`config.mk`:
```
export PLATFORM = sky130hd
export DESIGN_NAME = ct_spsram_512x52_ctrl_flat
export DESIGN_NICKNAME = d
export VERILOG_FILES = /design/src/rtl/ct_spsram_512x52_ctrl_if.sv /design/src/rtl/ct_spsram_512x52_ctrl.sv /design/src/flat_wrapper.sv
export SDC_FILE = /design/constraint.sdc
export NUM_CORES = 1
export LEC_CHECK = 0
export BUFFER_PORTS_ARGS = -buffer_cell sky130_fd_sc_hd__buf_2
export CAP_MARGIN = 20
export CORE_ASPECT_RATIO = 1.75
export CORE_MARGIN = 3
export CORE_UTILIZATION = 35
export DETAILED_ROUTE_END_ITERATION = 10
export GPL_TIMING_DRIVEN = 0
export PLACE_DENSITY_LB_ADDON = 0.15
export SLEW_MARGIN = 20
export SYNTH_ARGS = -nofsm -noshare
export SYNTH_HDL_FRONTEND = slang
export SYNTH_SLANG_ARGS = --single-unit
```
`constraint.sdc`:
```
create_clock -name forever_cpuclk -period 5 [get_ports forever_cpuclk]
set_input_delay 1.25 -clock forever_cpuclk [delete_from_list [all_inputs] [get_ports forever_cpuclk]]
set_output_delay 1.25 -clock forever_cpuclk [all_outputs]
set_load 0.01 [all_outputs]
```
`src/rtl/ct_spsram_512x52_ctrl_if.sv`:
```
// ct_spsram_512x52_ctrl_if: request/response channels between an LSU initiator and the SRAM controller.
interface ct_spsram_512x52_ctrl_if #(
   parameter int ADDR_WIDTH = 9,
   parameter int DATA_WIDTH = 52
);
   logic                  req_vld;
   logic                  req_rdy;
   logic                  req_wr;
   logic [ADDR_WIDTH-1:0] req_addr;
   logic [DATA_WIDTH-1:0] req_wdata;
   logic [DATA_WIDTH-1:0] req_wmask;
   logic                  rsp_vld;
   logic                  rsp_rdy;
   logic [DATA_WIDTH-1:0] rsp_rdata;
   modport master (
      output req_vld, req_wr, req_addr, req_wdata, req_wmask, rsp_rdy,
      input  req_rdy, rsp_vld, rsp_rdata
   );
   modport slave (
      input  req_vld, req_wr, req_addr, req_wdata, req_wmask, rsp_rdy,
      output req_rdy, rsp_vld, rsp_rdata
   );
endinterface

```
`src/rtl/ct_spsram_512x52_ctrl.sv`:
```
// ct_spsram_512x52_ctrl: registered pin driver for the 512x52 single-port SRAM with a credit-limited read FIFO.
// Define CT_SPSRAM_INIT_EN to zero-fill the whole array after every reset.
module ct_spsram_512x52_ctrl #(
   parameter int ADDR_WIDTH = 9,
   parameter int DATA_WIDTH = 52,
   parameter int RSP_DEPTH  = 4
) (
   input  logic                  forever_cpuclk,
   input  logic                  cpurst_b,
   ct_spsram_512x52_ctrl_if.slave bus,
   output logic                  init_done,
   output logic [ADDR_WIDTH-1:0] sram_a,
   output logic                  sram_cen,
   output logic                  sram_gwen,
   output logic [DATA_WIDTH-1:0] sram_wen,
   output logic [DATA_WIDTH-1:0] sram_d,
   input  logic [DATA_WIDTH-1:0] sram_q
);
   localparam int PW = $clog2(RSP_DEPTH);
   localparam int CW = PW + 1;
   typedef enum logic [1:0] {RST, INIT, RUN} state_t;
   state_t                state_q, state_d;
   logic                  rd1_q, rd2_q;
   logic [PW-1:0]         wptr_q, rptr_q;
   logic [CW-1:0]         cnt_q;
   logic [DATA_WIDTH-1:0] fifo_q [RSP_DEPTH];
   logic                  cen_d, gwen_d;
   logic [DATA_WIDTH-1:0] wen_d, d_d;
   logic [ADDR_WIDTH-1:0] a_d, init_a;
   logic                  init_wr, run, acc, issue, wr_issue, push, pop, credit_ok;
   logic [CW:0]           used;
   // Reads still in the pin/Q stages hold a FIFO slot so the FIFO can never overflow.
   assign run         = state_q == RUN;
   assign used        = (CW+1)'(rd1_q) + (CW+1)'(rd2_q) + (CW+1)'(cnt_q);
   assign credit_ok   = used < (CW+1)'(RSP_DEPTH);
   assign bus.req_rdy = run & (bus.req_wr | credit_ok);
   assign acc         = bus.req_vld & bus.req_rdy;
   assign issue       = acc & (~bus.req_wr | (|bus.req_wmask));
   assign wr_issue    = issue & bus.req_wr;
   assign push        = rd2_q;
   assign pop         = bus.rsp_vld & bus.rsp_rdy;
   assign bus.rsp_vld   = cnt_q != '0;
   assign bus.rsp_rdata = fifo_q[rptr_q];
   assign init_done     = run;
`ifdef CT_SPSRAM_INIT_EN
   logic [ADDR_WIDTH:0] icnt_q;
   assign init_wr = state_q == INIT && !icnt_q[ADDR_WIDTH];
   assign init_a  = icnt_q[ADDR_WIDTH-1:0];
   always_ff @(posedge forever_cpuclk or negedge cpurst_b)
      if (!cpurst_b) icnt_q <= '0;
      else if (init_wr) icnt_q <= icnt_q + (ADDR_WIDTH+1)'(1);
   always_comb begin
      state_d = state_q == RST ? INIT : (state_q == INIT && icnt_q[ADDR_WIDTH]) ? RUN : state_q;
   end
`else
   assign init_wr = 1'b0;
   assign init_a  = '0;
   always_comb begin
      state_d = state_q == RST ? RUN : state_q;
   end
`endif
   always_ff @(posedge forever_cpuclk or negedge cpurst_b)
      if (!cpurst_b) state_q <= RST;
      else state_q <= state_d;
   always_comb begin
      cen_d  = ~(init_wr | issue);
      gwen_d = ~(init_wr | wr_issue);
      wen_d  = init_wr ? '0 : wr_issue ? ~bus.req_wmask : '1;
      a_d    = init_wr ? init_a : issue ? bus.req_addr : sram_a;
      d_d    = init_wr ? '0 : wr_issue ? bus.req_wdata : sram_d;
   end
   always_ff @(posedge forever_cpuclk or negedge cpurst_b)
      if (!cpurst_b) begin
         sram_cen  <= 1'b1;
         sram_gwen <= 1'b1;
         sram_wen  <= '1;
         sram_a    <= '0;
         sram_d    <= '0;
      end else begin
         sram_cen  <= cen_d;
         sram_gwen <= gwen_d;
         sram_wen  <= wen_d;
         sram_a    <= a_d;
         sram_d    <= d_d;
      end
   // rd1: read pins on the bus; rd2: Q valid this cycle and pushed at its end.
   always_ff @(posedge forever_cpuclk or negedge cpurst_b)
      if (!cpurst_b) begin
         rd1_q  <= 1'b0;
         rd2_q  <= 1'b0;
         wptr_q <= '0;
         rptr_q <= '0;
         cnt_q  <= '0;
         for (int i = 0; i < RSP_DEPTH; i++) fifo_q[i] <= '0;
      end else begin
         rd1_q <= issue & ~bus.req_wr;
         rd2_q <= rd1_q;
         if (push) begin
            fifo_q[wptr_q] <= sram_q;
            wptr_q         <= wptr_q + PW'(1);
         end
         if (pop) rptr_q <= rptr_q + PW'(1);
         cnt_q <= cnt_q + CW'(push) - CW'(pop);
      end
endmodule

```
`src/flat_wrapper.sv`:
```
// flat-port wrapper written by rule: the top's interface ports become plain ports
module ct_spsram_512x52_ctrl_flat 
#(
   parameter int ADDR_WIDTH = 9,
   parameter int DATA_WIDTH = 52,
   parameter int RSP_DEPTH  = 4
)
  (forever_cpuclk, cpurst_b, init_done, sram_a, sram_cen, sram_gwen, sram_wen, sram_d, sram_q, bus_req_vld, bus_req_wr, bus_req_addr, bus_req_wdata, bus_req_wmask, bus_rsp_rdy, bus_req_rdy, bus_rsp_vld, bus_rsp_rdata);
  ct_spsram_512x52_ctrl_if #(.ADDR_WIDTH(ADDR_WIDTH), .DATA_WIDTH(DATA_WIDTH)) bus_i ();
  input  logic forever_cpuclk;
  input  logic cpurst_b;
  output logic init_done;
  output logic [ADDR_WIDTH-1:0] sram_a;
  output logic sram_cen;
  output logic sram_gwen;
  output logic [DATA_WIDTH-1:0] sram_wen;
  output logic [DATA_WIDTH-1:0] sram_d;
  input  logic [DATA_WIDTH-1:0] sram_q;
  input wire logic [$bits(bus_i.req_vld)-1:0] bus_req_vld;
  input wire logic [$bits(bus_i.req_wr)-1:0] bus_req_wr;
  input wire logic [$bits(bus_i.req_addr)-1:0] bus_req_addr;
  input wire logic [$bits(bus_i.req_wdata)-1:0] bus_req_wdata;
  input wire logic [$bits(bus_i.req_wmask)-1:0] bus_req_wmask;
  input wire logic [$bits(bus_i.rsp_rdy)-1:0] bus_rsp_rdy;
  output wire logic [$bits(bus_i.req_rdy)-1:0] bus_req_rdy;
  output wire logic [$bits(bus_i.rsp_vld)-1:0] bus_rsp_vld;
  output wire logic [$bits(bus_i.rsp_rdata)-1:0] bus_rsp_rdata;
  assign bus_i.req_vld = bus_req_vld;
  assign bus_i.req_wr = bus_req_wr;
  assign bus_i.req_addr = bus_req_addr;
  assign bus_i.req_wdata = bus_req_wdata;
  assign bus_i.req_wmask = bus_req_wmask;
  assign bus_i.rsp_rdy = bus_rsp_rdy;
  assign bus_req_rdy = bus_i.req_rdy;
  assign bus_rsp_vld = bus_i.rsp_vld;
  assign bus_rsp_rdata = bus_i.rsp_rdata;
  ct_spsram_512x52_ctrl #(.ADDR_WIDTH(ADDR_WIDTH), .DATA_WIDTH(DATA_WIDTH), .RSP_DEPTH(RSP_DEPTH)) u_core (.forever_cpuclk(forever_cpuclk), .cpurst_b(cpurst_b), .bus(bus_i), .init_done(init_done), .sram_a(sram_a), .sram_cen(sram_cen), .sram_gwen(sram_gwen), .sram_wen(sram_wen), .sram_d(sram_d), .sram_q(sram_q));
endmodule
```
==> results.py, run 1 <==
metrics = {
    "global_routing": {
        "grt_pass1_vias": 9639,
        "overflow": 0,
        "grt_pass1_wl_microns": 55700,
        "antenna_found_initial": 5,
        "grt_max_degree": 96,
        "grt_usage_pct": 17.4,
    },
    "timing": {
        "hold_violations": 0,
        "setup_viol": 0,
        "fmax_mhz": 262,
        "slew-limit-headroom_pct": 46.4,
        "fin_skew_ns": 0.0232,
        "min_period_over_period_pct": 76.2,
        "drv_slew": 0,
        "min_period_ns": 3.81,
        "grt_setup_unrepaired": "false",
        "tightest_slew_ns": 0.804,
    },
    "cells_and_area": {
        "nFillCells": 3525,
        "multi_input_area_sq_um": 4950,
        "stdcell_count": 1729,
        "fin_util_pct": 45.1,
        "layout_common_cells": "344 x buf_2, 279 x dfrtp_1, 246 x mux2_2, 81 x nand2_1, 54 x dfstp_2",
        "fin_area_sq_um": 17100,
        "nets": 1401,
        "seqCellArea_sq_um": 8400,
        "syn_to_final_growth_pct": 26.3,
        "final_common_cell": "buf_2",
        "drive_gt1_share_pct": 61.7,
    },
    "place": {
        "gp_congestion": 0.922,
        "portBuffers": 339,
        "dp.cells": 1665,
        "placed_area_sq_um": 16000,
        "dp_hpwl_microns": 26200,
    },
    "yosys": {
        "ys_seq_area_share_pct": 61.9,
        "synth_nets": 1022,
        "synth_flop_cell": "dfrtp_1",
        "ys_ff_latch": 333,
        "synthArstFlopShare_pct": 100,
        "synthSimpleGateAreaFrac_pct": 3.42,
        "syn_inst": 843,
        "synthXorXnorAreaFrac_pct": 0.323,
        "synth_warnings": 0,
        "syn_area_per_cell_sq_um": 16.1,
        "ys_types": 36,
        "synth_mux_area_share_pct": 30.5,
        "synth_top_family_by_area": "multiplexers",
        "synth_compound_area_share_pct": 1.33,
        "synth_fa_ha_area_share_pct": 0.885,
        "synth_edf_count": 0,
        "synth_area_sq_um": 13600,
    },
    "floorplanning": {
        "ios": 340,
        "dieArea_sq_um": 41300,
        "die_h_microns": 267,
        "fp.dieW_microns": 155,
        "coreArea_sq_um": 38000,
        "core.rowCount": 94,
        "initial_core_util_pct": 35.7,
    },
    "detailed_routing": {
        "drt_iter0_markers": 194,
        "routedWlPerCell_microns": 20.7,
        "vias_per_cell": 4.89,
        "vias": 8457,
        "postRouteWirelength_microns": 35700,
        "drc": 0,
        "drt_pass1_iterations": 4,
        "ant_nets": 0,
    },
    "clocking": {
        "cts_buffer_depth": 3,
        "postCtsResizedCells": 0,
        "insertion_delay_ns": 0.53,
        "cts_setup_buffers": 0,
        "cts_tree": "done",
        "h-tree-depth": 2,
        "numCtsBuffers": 35,
        "numClockSinks": 333,
        "postCtsHoldBufs": 0,
        "path_clk_slew_ns": 0.07,
        "root_buffer": "clkbuf_16",
    },
    "pwr": {
        "power_density_nw_per_um2": 592,
        "p_leak_nw": 7.57,
        "ir_drop_v": 0.000308,
    },
    "setup_path": {
        "timing.rr.start": "u_core.push",
        "start_kind": "flop",
        "critPathMaxFanout": 10,
        "cp.required_ns": 3.75,
        "startpoint": "u_core.rptr_q[0]",
        "critPathCaptureType": "output pin",
        "worstSetupPathType": "reg -> out",
        "worstPathArrival_ns": 2.56,
    },
    "outcome": {
        "status": "complete, no violations",
    },
    "worst_hold_path": {
        "hp-start": "u_core.rd1_q",
        "min_path_type": "reg -> reg",
    },
    "run": {
        "drv_cap": 0,
    },
}
[layout make-up]
| cell class | count | area share [%] |
|---|---|---|
| flip-flops and latches | 333 | 49.0 |
| diodes | 1 | 0.0146 |
| clock buffers | 50 | 5.79 |
| clock inverters | 13 | 1.07 |
| inverters | 7 | 0.153 |
| repair buffers | 342 | 10.4 |
| multi-input cells | 456 | 28.9 |
| well taps | 480 | 3.50 |
| plain buffers | 47 | 1.18 |
[per-layer routing]
layer	GRT usage [%]	routed length (microns)
met2	32.2	19200
met5	0	46
met4	5.38	1050
met1	18.2	12400
met3	6.15	3020
[sequential cells by signal (all words and copies together), names as in the netlist]
| signal | flops |
|---|---|
| u_core.wptr_q | 2 |
| u_core.rd1_q | 1 |
| u_core.sram_wen | 52 |
| u_core.sram_d | 52 |
| u_core.fifo_q | 208 |
| u_core.state_q | 1 |
| u_core.rptr_q | 2 |
| u_core.sram_a | 9 |
| u_core.sram_gwen | 1 |
| u_core.cnt_q | 3 |
| u_core.push | 1 |
| u_core.sram_cen | 1 |
[cell usage after synthesis (3+ instances only)]
cell type / instances / area, sq um
a221o_1: 9 / 90.1
buf_1: 20 / 75.1
buf_2: 6 / 30.0
clkbuf_1: 18 / 67.6
dfrtp_1: 279 / 6980
dfstp_2: 54 / 1420
ha_1: 8 / 100
inv_1: 7 / 26.3
mux2_1: 4 / 45.0
mux2_2: 246 / 2770
mux2_4: 10 / 150
mux4_2: 52 / 1170
nand2_1: 81 / 304
nor4_1: 11 / 68.8
o21ai_0: 10 / 50.1
xor2_1: 3 / 26.3
[power by group]
group          switching, mW  internal, mW  leakage, nW  total [mW]
registers              0.466          3.71         3.83        4.18
logic                   1.42          1.87         3.17        3.29
clock network           1.08          1.60        0.575        2.68
[through the flow]
step | hold slack, ns | total power [mW] | setup slack [ns] | setup TNS, ns
final | 0.393 | 10.2 | 1.19 | 0
after global routing | 0.414 | 10.8 | 0.953 | 0
after CTS | 0.400 | 10.4 | 1.05 | 0
after detailed placement | 0.380 | 7.62 | 1.37 | 0
after global placement | 0.378 | 7.52 | -4.03 | -1199.63
after floorplan | 0.357 | 6.36 | 2.20 | 0
[final timing paths]
| check | to | slack [ns] | cells past startpoint |
|---|---|---|---|
| hold reg to reg | u_core.push | 0.39 | 0 |
| setup / recovery | bus_rsp_rdata[7] | 1.19 | 4 |
| hold / removal | u_core.push | 0.39 | 0 |
| max in group asynchronous | u_core.sram_wen[11] | 2.99 | 3 |
| min in group asynchronous | u_core.fifo_q[200] | 0.67 | 1 |
| setup reg to reg | u_core.sram_a[3] | 2.62 | 6 |
[worst max-delay path, stage by stage (launching register included)]
cell and delay (ns):
dfrtp_1 0.32, clkbuf_1 0.47, buf_2 0.48, mux4_2 0.60
buf_2 0.16
[logic make-up (layout without fill, tap and decap cells)]
kind of cell,Yosys count,after routing
DFF,333,333
muxes,312,312
and+or+nand+nor,105,105
buffers and inverters,54,459
AOI/OAI and AO/OA,24,24
adders and majority gates,9,9
xor gates and xnor gates,5,5
other,1,2
(Power assumes the default switching activity.)
==> run 2: changes to the inputs <==
==> constraint.sdc (replaced) <==
create_clock -name forever_cpuclk -period 3.2 [get_ports forever_cpuclk]
set_input_delay 0.8 -clock forever_cpuclk [delete_from_list [all_inputs] [get_ports forever_cpuclk]]
set_output_delay 0.8 -clock forever_cpuclk [all_outputs]
set_load 0.01 [all_outputs]
==> results.py, run 2 (same netlist as run 1, synthesis figures left out) <==
metrics = {
    "outcome": {
        "status": "complete, no violations",
    },
    "setup_path": {
        "path_buf_inv": 3,
        "cp_slowest_stage_delay_ns": 0.41,
        "rrSetupSlack_ns": 0.82,
        "cpMaxStageDelayCell": "clkbuf_2",
        "path_delay_family": "buffers and inverters",
        "start_kind": "flop",
        "crit_chain": "clkbuf_1 -> clkbuf_2 -> mux4_2 -> buf_2",
        "critPathMaxFanout": 10,
        "reg2reg_to": "u_core.sram_a[3]",
        "worstSetupPathType": "reg -> out",
        "timing.rr.start": "u_core.push",
        "cp.required_ns": 2.40,
        "critPathCaptureType": "output pin",
        "worstPathArrival_ns": 2.15,
        "reg2regPathDepth": 6,
    },
    "detailed_routing": {
        "postRouteWirelength_microns": 35700,
        "drc": 0,
        "drt_iter0_markers": 212,
        "vias": 8442,
        "ant_nets": 0,
        "routedWlPerCell_microns": 20.6,
        "drt_pass1_iterations": 4,
        "vias_per_cell": 4.89,
    },
    "cells_and_area": {
        "final_common_cell": "buf_2",
        "drive_gt1_share_pct": 62.2,
        "largest_reg_flops": 208,
        "layout_common_cells": "340 x buf_2, 278 x dfrtp_1, 246 x mux2_2, 81 x nand2_1, 54 x dfstp_2",
        "top_regs": "u_core.fifo_q: 208 flops, u_core.sram_d: 52 flops, u_core.sram_wen: 52 flops",
        "fin_area_sq_um": 17200,
        "largest_register": "u_core.fifo_q",
        "nets": 1400,
        "syn_to_final_growth_pct": 26.4,
        "fin_util_pct": 45.2,
        "stdcell_count": 1728,
    },
    "global_routing": {
        "antenna_found_initial": 5,
        "grt_pass1_vias": 9652,
        "grt_usage_pct": 17.4,
        "grt_pass1_wl_microns": 55700,
        "overflow": 0,
        "grt_max_degree": 96,
    },
    "timing": {
        "grt_setup_unrepaired": "false",
        "min_period_over_period_pct": 92.3,
        "slew-limit-headroom_pct": 47.9,
        "tightest_slew_ns": 0.782,
        "fin_skew_ns": 0.0221,
        "setup_tns_ns": 0,
        "fin_ws_ns": 0.246,
        "holdWs_ns": 0.222,
        "fmax_mhz": 338,
        "setup_viol": 0,
        "hold_violations": 0,
        "drv_slew": 0,
        "min_period_ns": 2.95,
    },
    "clocking": {
        "numClockSinks": 333,
        "cts_setup_buffers": 0,
        "insertion_delay_ns": 0.53,
        "numCtsBuffers": 35,
        "h-tree-depth": 2,
        "cts_buffer_depth": 3,
        "path_clk_slew_ns": 0.06,
        "root_buffer": "clkbuf_16",
        "cts_tree": "done",
    },
    "floorplanning": {
        "coreArea_sq_um": 38000,
        "die_h_microns": 267,
        "dieArea_sq_um": 41300,
        "fp.dieW_microns": 155,
        "initial_core_util_pct": 35.7,
        "ios": 340,
        "core.rowCount": 94,
    },
    "place": {
        "placed_area_sq_um": 16000,
        "gp_congestion": 0.922,
        "preCtsSetupSlack_ns": 0.0210,
        "dp.cells": 1665,
        "portBuffers": 339,
        "dp_hpwl_microns": 26200,
    },
    "pwr": {
        "ir_drop_v": 0.000482,
        "total_power_mw": 15.9,
        "p_leak_nw": 7.59,
        "power_density_nw_per_um2": 926,
    },
    "worst_hold_path": {
        "min_path_type": "in -> async",
    },
    "run": {
        "drv_cap": 0,
    },
}
run 2: cell count changes in the layout (fill, tap and decap cells not counted), sizes merged:
cell	change
buf	-3
clkbuf	+2
run 2: area by class of cell:
class / instances / area (sq um)
Inverter: 7 / 26.3
Multi-Input combinational cell: 456 / 4950
Buffer: 46 / 218
Clock buffer: 50 / 992
Clock inverter: 13 / 183
Timing Repair Buffer: 342 / 1790
Antenna cell: 1 / 2.50
Tap cell: 480 / 601
Fill cell: 3520 / 20800
Sequential cell: 333 / 8400
run 2: repair_timing:
item / 4_1_cts / 5_1_grt
hold buffers: 0 / 0
cloned: 0 / 0
gates resized for setup: 7 / 4
endpoints found under the setup margin: 49 / 29
run 2: worst max path at each step:
stage	from	slack, ns	cells after the start	end
3_5_place_dp	bus_req_wmask[16]	0.02	9	u_core.sram_wen[34]
6_report	u_core.rptr_q[1]	0.25	4	bus_rsp_rdata[7]
3_3_place_gp	cpurst_b	-5.38	1	u_core.sram_a[3]
5_1_grt	u_core.rptr_q[1]	0.08	4	bus_rsp_rdata[42]
2_1_floorplan	u_core.rptr_q[0]	0.85	3	bus_rsp_rdata[10]
4_1_cts	u_core.rptr_q[0]	-0.09	3	bus_rsp_rdata[32]
run 2: power breakdown:
group	internal (mW)	total, mW	switching, mW	leakage, nW
Clock	2.50	4.19	1.70	0.575
Sequential	5.80	6.56	0.754	3.83
Combinational	2.95	5.13	2.18	3.19
Total	11.2	15.9	4.64	7.59
run 2: routing by layer:
| layer | GRT usage, % | part of all wire [%] | vias up |
|---|---|---|---|
| met3 | 6.13 | 8.4 | 61 |
| met4 | 5.38 | 2.7 | 8 |
| met2 | 32.3 | 54 | 300 |
| met1 | 18.1 | 35 | 4274 |
| met5 | 0 | 0.13 | - |
| li1 | - | - | 3799 |
